==> src/rtl/sega_pkg.sv <==
// Shared definitions for the SMS cartridge mapper: FSM encoding, control
// window location and the power-on bank assignment of the three ROM slots.
package sega_pkg;

    typedef enum logic {
        ST_IDLE = 1'b0,
        ST_PEND = 1'b1
    } map_state_t;

    // addr[15:2] of the FFFC-FFFF control window
    localparam logic [13:0] WIN_HI_DEF = 14'h3FFF;

    localparam int SLOT0_RST = 0;
    localparam int SLOT1_RST = 1;
    localparam int SLOT2_RST = 2;

    // Reset bank for slot n (0..2)
    function automatic int slot_rst(input int n);
        case (n)
            0:       return SLOT0_RST;
            1:       return SLOT1_RST;
            default: return SLOT2_RST;
        endcase
    endfunction

endpackage

==> src/rtl/mapper_regfile.sv <==
// Shadow/active register pair for the mapper. CPU writes land in the shadow
// set immediately; the active set, which drives translation, only picks up
// the shadow contents (including a write on the same edge) on commit.
module mapper_regfile
    import sega_pkg::*;
#(
    parameter int BANK_BITS = 5
) (
    input  logic                 clk,
    input  logic                 rst,
    input  logic                 wr_en,
    input  logic [1:0]           idx,
    input  logic [7:0]           data_in,
    input  logic                 commit,
    output logic                 ram_en,
    output logic                 ram_bank,
    output logic [BANK_BITS-1:0] slot0,
    output logic [BANK_BITS-1:0] slot1,
    output logic [BANK_BITS-1:0] slot2
);

    // ctrl is kept as {ram_en, ram_bank}; the other data bits carry nothing
    logic [1:0]                ctrl_shadow, ctrl_shadow_next, ctrl_active;
    logic [2:0][BANK_BITS-1:0] slot_shadow, slot_shadow_next, slot_active;
    logic                      unused_data;

    assign unused_data = ^data_in;

    // Shadow contents as they will be after this edge
    always_comb begin
        ctrl_shadow_next = ctrl_shadow;
        slot_shadow_next = slot_shadow;
        if (wr_en) begin
            case (idx)
                2'd0:    ctrl_shadow_next    = data_in[3:2];
                2'd1:    slot_shadow_next[0] = BANK_BITS'(data_in);
                2'd2:    slot_shadow_next[1] = BANK_BITS'(data_in);
                default: slot_shadow_next[2] = BANK_BITS'(data_in);
            endcase
        end
    end

    // Shadow tracks writes every edge; active follows shadow only on commit
    always_ff @(posedge clk or posedge rst) begin
        if (rst) begin
            ctrl_shadow <= '0;
            ctrl_active <= '0;
            for (int i = 0; i < 3; i++) begin
                slot_shadow[i] <= BANK_BITS'(slot_rst(i));
                slot_active[i] <= BANK_BITS'(slot_rst(i));
            end
        end else begin
            ctrl_shadow <= ctrl_shadow_next;
            slot_shadow <= slot_shadow_next;
            if (commit) begin
                ctrl_active <= ctrl_shadow_next;
                slot_active <= slot_shadow_next;
            end
        end
    end

    assign ram_en   = ctrl_active[1];
    assign ram_bank = ctrl_active[0];
    assign slot0    = slot_active[0];
    assign slot1    = slot_active[1];
    assign slot2    = slot_active[2];

endmodule

==> src/rtl/sms_mapper.sv <==
// SMS cartridge mapper: decodes writes to the FFFC-FFFF control window,
// raises paging_RQ until the pipeline reports a flush, and translates CPU
// addresses into ROM / cartridge RAM / system RAM selects.
//
//   state | meaning
//   IDLE  | no paging change outstanding
//   PEND  | window written, waiting for flush0 to commit the new mapping
module sms_mapper
    import sega_pkg::*;
#(
    parameter int          BANK_BITS  = 5,
    parameter int          TMO_CYCLES = 15,
    parameter logic [13:0] WIN_HI     = WIN_HI_DEF
) (
    input  logic                  CLK,
    input  logic                  RST,
    input  logic                  MREQ,
    input  logic                  Rd_Wr,
    input  logic [15:0]           addr,
    input  logic [7:0]            data_in,
    input  logic                  flush0,
    output logic                  paging_RQ,
    output logic [BANK_BITS+13:0] rom_addr,
    output logic                  cram_sel,
    output logic [14:0]           cram_addr,
    output logic                  sram_sel,
    output logic                  timeout_err
);

    localparam int CNT_W = ($clog2(TMO_CYCLES + 1) > 4) ? $clog2(TMO_CYCLES + 1) : 4;
    localparam logic [CNT_W-1:0] CNT_TMO = CNT_W'(TMO_CYCLES);

    map_state_t           state, state_next;
    logic                 wr_hit, commit;
    logic [CNT_W-1:0]     wait_cnt, wait_inc;
    logic                 ram_en, ram_bank;
    logic [BANK_BITS-1:0] slot0, slot1, slot2;

    assign wr_hit = MREQ && !Rd_Wr && (addr[15:2] == WIN_HI);
    assign commit = flush0 && ((state == ST_PEND) || wr_hit);

    mapper_regfile #(
        .BANK_BITS (BANK_BITS)
    ) u_regfile (
        .clk      (CLK),
        .rst      (RST),
        .wr_en    (wr_hit),
        .idx      (addr[1:0]),
        .data_in  (data_in),
        .commit   (commit),
        .ram_en   (ram_en),
        .ram_bank (ram_bank),
        .slot0    (slot0),
        .slot1    (slot1),
        .slot2    (slot2)
    );

    // State register
    always_ff @(posedge CLK or posedge RST) begin
        if (RST) begin
            state <= ST_IDLE;
        end else begin
            state <= state_next;
        end
    end

    // Next state and paging request; flush0 takes priority over a new write
    always_comb begin
        state_next = state;
        paging_RQ  = wr_hit;
        case (state)
            ST_IDLE: begin
                if (wr_hit && !flush0) begin
                    state_next = ST_PEND;
                end
            end
            ST_PEND: begin
                paging_RQ = 1'b1;
                if (flush0) begin
                    state_next = ST_IDLE;
                end
            end
        endcase
    end

    assign wait_inc = (wait_cnt == '1) ? wait_cnt : wait_cnt + 1'b1;

    // Count PEND cycles; timeout_err is sticky once the budget is used up
    always_ff @(posedge CLK or posedge RST) begin
        if (RST) begin
            wait_cnt    <= '0;
            timeout_err <= 1'b0;
        end else if (state == ST_PEND) begin
            wait_cnt <= wait_inc;
            if (wait_inc == CNT_TMO) begin
                timeout_err <= 1'b1;
            end
        end else begin
            wait_cnt <= '0;
        end
    end

    // Address translation from the committed mapping; the first 1 KB is fixed to bank 0
    always_comb begin
        rom_addr  = {{BANK_BITS{1'b0}}, addr[13:0]};
        cram_addr = {ram_bank, addr[13:0]};
        cram_sel  = 1'b0;
        sram_sel  = 1'b0;
        case (addr[15:14])
            2'b00: begin
                if (addr[13:10] != 4'd0) begin
                    rom_addr = {slot0, addr[13:0]};
                end
            end
            2'b01: rom_addr = {slot1, addr[13:0]};
            2'b10: begin
                rom_addr = {slot2, addr[13:0]};
                cram_sel = ram_en;
            end
            default: sram_sel = 1'b1;
        endcase
    end

endmodule
==> config.mk <==
export PLATFORM = sky130hd
export DESIGN_NAME = sms_mapper
export DESIGN_NICKNAME = d
export VERILOG_FILES = /design/src/rtl/sega_pkg.sv /design/src/rtl/mapper_regfile.sv /design/src/rtl/sms_mapper.sv
export SDC_FILE = /design/constraint.sdc
export NUM_CORES = 1
export LEC_CHECK = 0
export CAP_MARGIN = 15
export CELL_PAD_IN_SITES_DETAIL_PLACEMENT = 0
export CELL_PAD_IN_SITES_GLOBAL_PLACEMENT = 1
export CORE_MARGIN = 2
export CORE_UTILIZATION = 35
export DETAILED_ROUTE_END_ITERATION = 12
export HOLD_SLACK_MARGIN = 0.02
export PLACE_DENSITY = 0.84
export SKIP_CTS_REPAIR_TIMING = 1
export SLEW_MARGIN = 20
export SYNTH_ARGS = -nofsm -noshare
export SYNTH_HDL_FRONTEND = slang
export SYNTH_HIERARCHICAL = 1
export SYNTH_SLANG_ARGS = --single-unit
==> constraint.sdc <==
create_clock -name CLK -period 4.5 [get_ports CLK]
set_input_delay 0.45 -clock CLK [delete_from_list [all_inputs] [get_ports CLK]]
set_output_delay 0.45 -clock CLK [all_outputs]
set_load 0.05 [all_outputs]
Word level (Yosys, flattened, before mapping)
Cells that the tools add are included.

Flip-flop bits (word level): 40. Bits of input ports: 29. Output and inout bits: 38.

Add/sub/neg operators: 1. Equality and inequality tests: 7. Multiplexer cells: 16. Bitwise logic cells: 1. Reduce and logical (&&, ||, !) cells: 13.

Operators with widths (count): one-hot mux 19 bit (3 select lines) (1); 2-to-1 mux 19 bit (1); 2-to-1 mux 15 bit (1); 2-to-1 mux 5 bit (3); == test 14 bit (second input constant) (1); == test 4 bit (second input constant) (2); 2-to-1 mux 4 bit (2); OR reduction 3 bit (2); 2-to-1 mux 1 bit (5); adder 4 x 1 -> 4 bit (second input constant) (1); == test 2 x 1 -> 1 bit (second input constant) (2); == test 2 bit (second input constant) (2); logical AND 1 bit (4); logical NOT 2 bit (2); 2-to-1 mux 2 bit (2); nonzero test 4 bit (1); logical NOT 1 bit (2); one-hot mux 1 bit (2 select lines) (1); AND reduction 2 bit (1); logical OR 1 bit (1); NOT 1 bit (1).

Logic depth before layout (Yosys ltp)
Gate-level depths: netlist (run 1).

Depth in word-level cells: 6. Depth in mapped cells: 6.

Cells and area by module
The synthesis (run 1) kept the hierarchy.

Modules (own cells, without submodules): mapper_regfile (instances 1, cells each 91, area an instance 1287.5 um2, sequential area each 855.8 um2); sms_mapper (instances 1, cells each 78, area an instance 690.7 um2, sequential area each 150.1 um2).

Least setup slack after synthesis (run 1)
No wires, ideal clock.

Kind: in2reg. Start: input port addr[5]. End: register u_regfile.slot_active, in the netlist u_regfile/slot0[0]. Arrival time: 2.729 ns. Data required time: 4.375 ns. Path slack: 1.646 ns. Stages: 5. Cell sequence: nand4_2 o41ai_2 and2_1 buf_1 mux2_2.

Longest elaborated chain between the ends: 4. Elaborated cells between the ends (all ways): 5. Classes of those cells: eq/ne (1); mux (1); reduce/logical (3).

RTL lines: start: declaration (line sms_mapper.sv:19) `input logic [15:0] addr,`; == test 14 bit (line sms_mapper.sv:39) `assign wr_hit = MREQ && !Rd_Wr && (addr[15:2] == WIN_HI);`; logical AND 1 bit (line sms_mapper.sv:39); logical OR 1 bit (line sms_mapper.sv:40) `assign commit = flush0 && ((state == ST_PEND) || wr_hit);`; logical AND 1 bit (line sms_mapper.sv:40); via commit (line sms_mapper.sv:34) `logic wr_hit, commit;`; end signal: indexed assignment (line mapper_regfile.sv:50) `slot_active[i] <= BANK_BITS'(slot_rst(i));`; end signal: assignment (line mapper_regfile.sv:57) `slot_active <= slot_shadow_next;`; end: declaration (line mapper_regfile.sv:24) `logic [2:0][BANK_BITS-1:0] slot_shadow, slot_shadow_next, slot_active;`.

The timed path passes the listed nets, and every way through them passes these cells. A chain may end at the register's enable or synchronous reset.

Final worst setup path (run 1)
Start: input port addr[13]. End: output port rom_addr[17].

Longest elaborated chain between the ends: 3.

RTL lines: nonzero test 4 bit (line sms_mapper.sv:111) `if (addr[13:10] != 4'd0) begin`; 2-to-1 mux 19 bit (line sms_mapper.sv:111); one-hot mux 19 bit (3 select lines) (line sms_mapper.sv:109) `case (addr[15:14])`; end: declaration (line sms_mapper.sv:23) `output logic [BANK_BITS+13:0] rom_addr,`.

No other way between the ends.

==> summary.md, run 1 <==
The critical path capture point type is an output port. After layout, the worst path uses 70.69% of the clock period. The initial utilization of the core area, before any placement, comes to 36.15%. The run finished with clean final reports. Number of buffer and inverter instances along the worst setup path: 2. The quantity of I/O buffers inserted on ports came out at 63. Ranked by total cell area, the synthesized netlist is headed by dfrtp_1 (46%), mux2_2 (13%), buf_4 (11%). For the remaining routing DRC violations, the log shows 0.

The run gives 199 as the number of nets in the synthesized netlist. For the number of placed I/O pins, the log shows 67. The max-slew violation total from the final report came out at 0. The cell repeated most along the worst path was clkdlybuf4s50_1.

The worst slack on hold paths was 399.6 ps; the required arrival time at the worst endpoint was 4050 ps. The critical path is of the input port to output port type. The logs give 0 for the number of routed nets with antenna violations and 6.479 mm for the wire length of the first global-routing pass. Derived from the worst setup path, the maximum achievable clock frequency is 314.3 MHz. Among all cell types in the netlist, the one instantiated most often is dfrtp_1.

The clock reaches the later pin of the worst-skew pair after 290 ps. Compared with the post-synthesis result, the final layout area differs by 31.56%. For this run, the number of Yosys warnings is 6.

The overall die area was 6269 um^2; the static leakage was 1.229 nW. The run gives 0.8197 mW as the total power consumption of the routed design. Clock tree synthesis selected as its root buffer the cell clkbuf_8. For the final database, setup skew stands at 8.623 ps.

The area occupied by multi-input gates was 732.0 um^2; the share of final-layout standard cells stronger than drive strength 1 was 20.00%. The clock period could shrink to 3181 ps. The run gives 13.69% as the total track usage.

The tools report the number of library cell types mapped by synthesis as 33. The run gives 2.958 mm as the placed wire-length estimate. Clock tree synthesis inserted a total of 5 buffers. The run gives 0 as the final-report hold violation count. In this run the power density over the cells is 315.0 nW/um^2.

In this run the horizontal extent of the chip is 79.18 um. Setup repair after global routing left no endpoint under its margin. Along the worst path, the maximum fanout reaches 5. The tools report the area of the core as 5473 um^2. Among all stages on the critical path, the largest delay is contributed by clkdlybuf4s50_1. The predominant post-synthesis flop cell is dfrtp_1.

For the register area share after synthesis, the log shows 50.85%. Counting along the longest clock path gives a buffer depth of 2. The tools report the antenna diode count as 0. Adding up every negative setup slack in the final design gives 0 ps. Register clock-pin slew on the reported worst setup and hold paths: 80 ps. In the final design database the tool counted 239 nets. The max-slew headroom at the worst pin was 35.63%; the share of synthesized flip-flops with an asynchronous set or reset was 100.0%. The final layout contains routed wiring with a total length of 3.973 mm.

The clock sink count is 40. Sorting the synthesized cells by how often they occur yields dfrtp_1 (36), buf_4 (29), mux2_2 (22). The count of flip-flops with a built-in enable after synthesis is 0.

The logs give 0 for the total congestion overflow after global routing and 35 for the pin count of the biggest net entering global routing. The min-delay analysis places its worst path in the category input port to async pin. The final-layout fill cell count came out at 506. The top cell type by area accounts for 45.54% of the synthesized area. Traced cell by cell, the critical path runs through clkdlybuf4s50_1 > nor4_1 > nor3_1 > a21o_1 > clkdlybuf4s50_1. Of all cell types, the one taking the most synthesized area is dfrtp_1. The kind of cell adding the most delay to the critical path was buffers and inverters. The synthesized design contains 40 register bits. After synthesis the cells add up to 1978 um^2. The die is 79.18 um tall.

The maximum vdd ir drop was 0.0001645 V; the via count of the routed design was 1337. In the routed layout, each cell is associated on average with a via count of 4.741. The startpoint kind of the worst setup timing path was an input port. A synthesized cell averages 11.71 um^2.

The initial antenna violation count was 0. TritonCTS built the clock tree. The total area of sequential cells was 1006 um^2.

The tools report the worst path arrival time as 2730 ps. The routability congestion estimate from global placement was 0.7595. The via count of the first global-routing pass was 1379.

Counting every instance in the synthesized netlist gives 169. At the pin with the least slew margin, the transition time is 965.5 ps. Setup violations remaining at the end of the flow were counted as 0. The run gives 54 as the DRC violation total after the first TritonRoute iteration. After detailed routing, the average wire length per cell comes to 14.09 um. Before antenna repair, the detailed router went through 4 iterations. Delay of the slowest cell on the worst path: 800 ps. The tools report the cell row count as 27.

The H-tree generated during clock tree synthesis spans 2 levels. For the total of max-cap violations, the log shows 0.
## cell usage in the layout (no fill, tap or decap), types with 3 or more instances in the layout
cell type / n
nor2_1: 6
clkbuf_8: 6
and2_1: 3
dfstp_2: 4
nand3_1: 3
nand2_1: 17
clkdlybuf4s50_1: 63
inv_1: 4
a21o_1: 6
dfrtp_1: 36
a22o_1: 5
mux2_2: 22
a31oi_1: 6
## cell type report
class | instances | area share (%)
Timing Repair Buffer | 64 | 24.52
Sequential cell | 40 | 38.65
Multi-Input combinational cell | 94 | 28.12
Tap cell | 72 | 3.462
Inverter | 4 | 0.5769
Clock buffer | 6 | 3.173
Clock inverter | 2 | 1.490
## logic make-up after synthesis
group,share of synthesized area [%]
mux,14.55
compound gates,8.286
flops,50.85
simple gates,12.65
fa+ha+maj,0.6324
xor+xnor,0.8857
buf+inv,12.14
## routing by layer
metal	global-route usage [%]	vias up	part of all wire (%)
met5	0	-	0
met1	16.48	646	44
met3	4.659	7	6.9
met2	22.63	41	47
met4	5.172	0	1.6
li1	-	643	-
## registers in the layout, summed over array words and instances (netlist names)
signal / flops
u_regfile/ctrl_shadow: 2
u_regfile/slot_shadow: 15
u_regfile/slot0: 5
u_regfile/slot2: 5
state: 1
u_regfile/ctrl_active: 2
wait_cnt: 4
timeout_err: 1
u_regfile/slot1: 5
## path summary, 6_finish.rpt
| kind | slack (ps) | endpoint | from | depth (start not counted) |
|---|---|---|---|---|
| max in group asynchronous | 3580 | u_regfile/slot_shadow[5] | RST | 3 |
| worst min register to register | 480 | u_regfile/slot_shadow[12] | u_regfile/slot_shadow[12] | 2 |
| worst max register to register | 2510 | u_regfile/slot1[1] | state | 4 |
| min in group CLK | 480 | u_regfile/slot_shadow[12] | u_regfile/slot_shadow[12] | 2 |
| worst min-delay path | 400 | state | RST | 2 |
| worst max-delay path | 1320 | rom_addr[17] | addr[13] | 5 |
## where the power goes
part	total, mW	internal, mW	leakage (nW)	switching (mW)
clock	0.308	0.181	0.0614	0.126
sequential	0.370	0.366	0.538	0.00334
combinational	0.142	0.0542	0.630	0.0883
total	0.820	0.602	1.23	0.218
## metrics by stage
stage | setup WS [ps] | std cells | util [%] | area, um^2
4_1_cts | 1261 | 282 | 47.55 | 2603
6_report | 1319 | 282 | 47.55 | 2603
5_1_grt | 1119 | 282 | 47.55 | 2603
2_1_floorplan | 1646 | 169 | - | 1978
3_5_place_dp | 1269 | 274 | 45.34 | 2481
3_3_place_gp | 1257 | 274 | 45.34 | 2481
Note: power is estimated with default switching activity, not from simulation.
==> inputs of run 2 (changes only) <==
--- a/config.mk
+++ b/config.mk
@@ -9,10 +9,10 @@
 export CELL_PAD_IN_SITES_DETAIL_PLACEMENT = 0
 export CELL_PAD_IN_SITES_GLOBAL_PLACEMENT = 1
 export CORE_MARGIN = 2
-export CORE_UTILIZATION = 35
+export CORE_UTILIZATION = 31
 export DETAILED_ROUTE_END_ITERATION = 12
 export HOLD_SLACK_MARGIN = 0.02
-export PLACE_DENSITY = 0.84
+export PLACE_DENSITY = 0.79
 export SKIP_CTS_REPAIR_TIMING = 1
 export SLEW_MARGIN = 20
 export SYNTH_ARGS = -nofsm -noshare
==> constraint.sdc (replaced) <==
create_clock -name CLK -period 2.7 [get_ports CLK]
set_input_delay 0.27 -clock CLK [delete_from_list [all_inputs] [get_ports CLK]]
set_output_delay 0.27 -clock CLK [all_outputs]
set_load 0.05 [all_outputs]
==> run 2 against run 1 <==
Final area rose by 3.1%. Worst setup slack got worse by 880 ps. Worst hold slack got worse by 180 ps. Sequential share of layout area fell by 1.2 points. Die area rose by 12%. Non-clock buffer count rose by 3. Global-route usage fell by 1.7 points. Routed wire length rose by 0.10%.
==> summary.md, run 2 (synthesis gave the netlist of run 1 again) <==
The clock sink count is 40 (unchanged), and the quantity of I/O buffers inserted on ports is 63 (unchanged). The run gives 1341 (+0.30%) as the via count of the routed design. The vertical extent of the die is 83.88 um (+5.9%), and the length of the first detailed-routing pass in iterations is 4 (unchanged).

The required arrival time at the worst endpoint was 2430 ps (-1620 ps). The total of max-cap violations was 0 (unchanged). The clock buffer count from CTS came out at 5 (unchanged). The tools report the endpoint of the worst-slack reg-to-reg timing path as u_regfile/slot1[3].

The highest net fanout along the worst path is 5 (unchanged). Critical path capture point type: an output port. The tools report the number of placed cells counting well taps as 282 (+2.9%). The slew at the pin closest to its max-slew limit was 823.5 ps (-142.1 ps). The number of placed I/O pins is 67 (unchanged), and the worst-case register-to-register setup slack is 1250 ps (-1260 ps). The wire length reported by the detailed router is 3.977 mm (+0.10%), and the area added between synthesis and finish is 35.67%. The total congestion overflow after global routing is 0 (unchanged), and the maximum buffer depth of the clock tree is 2 (unchanged). The source of the worst register-to-register timing path was state.

Pin count of the biggest net entering global routing: 23 (-34%). The worst path arrival time was 1990 ps (-740 ps). The library cell used most frequently in the layout, excluding fill and tap cells, is clkdlybuf4s50_1. The average vias per placed instance came out at 4.624 (-2.5%). Share of final-layout standard cells stronger than drive strength 1: 24.41% (+4.4 points). The placed wire-length estimate was 2.940 mm (-0.61%); the static leakage was 1.273 nW (+3.6%).

The remaining routing DRC violations was 0 (unchanged); the power density normalized to cell area was 506.7 nW/um^2 (+61%). The startpoint kind of the worst setup timing path was an input port. For the routability congestion estimate from global placement, the log shows 0.7136 (-6.0%).

The wire length of the first global-routing pass was 6.561 mm (+1.3%). The worst-case reg-to-reg path depth is 5 (+1). The run gives 5.751 ps (-2.872 ps) as the worst clock skew on the final layout. The flip-flop count of the largest register, all copies and words added was 15 (unchanged); the DRC violation total after the first TritonRoute iteration was 63 (+17%).

The width of the chip works out to 83.88 um (+5.9%). The slowest cell on the critical path was nor3_1. The initial antenna violation count came out at 0 (unchanged). The via count of the first global-routing pass came out at 1326 (-3.8%). The number of routed nets with antenna violations is 0 (unchanged). The run finished with clean final reports. The logic depth of the worst setup path including buffers was 5 (unchanged); the maximum vdd ir drop was 0.0002087 V (+27%).

For the cell row count, the log shows 29 (+7.4%). In the layout the commonest cells are clkdlybuf4s50_1 (56), dfrtp_1 (36), mux2_2 (22), nand2_1 (17). The run gives 0 (unchanged) as the final-report hold violation count. On the critical path the largest part of the delay comes from simple AND/OR/NAND/NOR gates. CTS placed an instance of clkbuf_8 at the clock tree root.

The total track usage came out at 12.01% (-1.7 points). The register containing the most flip-flops in the final layout is u_regfile/slot_shadow. Final routed wire length divided by cell count: 13.71 um (-2.7%).

The tools report the count of final setup violators as 0 (unchanged). The run gives 290 ps (about the same) as the clock latency reported for the late side of the worst-skew pair. The count of placed standard cells in the final layout, fillers left out is 290 (+2.8%), and the max-slew violation total from the final report is 0 (unchanged). The critical path starts at addr[13]. Derived from the worst setup path, the maximum achievable clock frequency is 442.0 MHz.

Traced cell by cell, the critical path runs through clkdlybuf4s50_1 > nor4_1 > nor3_1 > a21o_1 > buf_12. TritonCTS built the clock tree. The start-to-end type of the worst setup path is input port to output port. Following the worst setup path forward leads to its endpoint at rom_addr[17]. The number of buffer and inverter instances along the worst setup path works out to 2 (unchanged).

The tools report the final-layout fill cell count as 588 (+16%). The summed negative setup slack over all endpoints was 0 ps (unchanged). Delay of the slowest cell on the worst path: 640 ps (-160 ps). The run gives 242 (+1.3%) as the number of nets in the final layout.

For the antenna diode count, the log shows 0 (unchanged). Starting density of the core: 31.51% (-4.6 points). The clock period minus worst slack is 2263 ps. The run gives 2 (unchanged) as the deepest level of the CTS H-tree. The min-delay analysis places its worst path in the category input port to async pin. The overall die area was 7036 um^2 (+12%); the register clock-pin slew on the reported worst setup and hold paths was 80 ps (about the same). The run gives 44.68% (+9.0 points) as the max-slew headroom at the worst pin. The area of the core is 6277 um^2 (+15%). The portion of the clock cycle consumed by the worst path in the final layout is 83.80%. Setup repair after global routing left no endpoint under its margin.
[run 2: per-stage QoR]
stage                     util [%]  instance area (um^2)  worst slack [ps]  hold slack [ps]  total power, mW
after detailed placement     40.90                  2567             145.4            458.0           0.8804
after CTS                    42.75                  2684             340.2            232.2            1.375
after floorplan                  -                  1978             25.94            60.96           0.7878
final                        42.75                  2684             437.4            223.9            1.360
after global routing         42.75                  2684             274.2            260.5            1.416
after global placement       40.90                  2567             172.1            452.5           0.8792
[run 2: final cells by class]
cell class	count	area, um^2	share of cell area (%)
Inverter	4	15.01	0.5594
Multi-Input combinational cell	94	732.0	27.27
Timing Repair Buffer	67	718.2	26.76
Tap cell	77	96.34	3.590
Sequential cell	40	1006	37.48
Clock inverter	3	47.55	1.772
Clock buffer	5	68.82	2.564
[run 2: how the worst min path moves through the flow]
stage,end,startpoint,slack [ps]
6_report,wait_cnt[0],RST,220
5_1_grt,wait_cnt[1],RST,260
4_1_cts,wait_cnt[1],RST,230
3_5_place_dp,u_regfile/slot_shadow[12],u_regfile/slot_shadow[12],460
3_3_place_gp,timeout_err,timeout_err,450
2_1_floorplan,state,RST,60
[run 2: power by group]
group	total (mW)	internal (mW)	switching [mW]
sequential	0.616	0.610	0.00592
clock	0.493	0.278	0.214
combinational	0.251	0.0999	0.151
[run 2: per-layer routing]
layer  vias to the layer above  GRT usage (%)  share of wire [%]
li1                        651              -                  -
met1                       638          14.71                 44
met2                        45          19.13                 47
met3                         7          4.154                6.4
met4                         0          5.279                2.1
met5                         -              0                  0
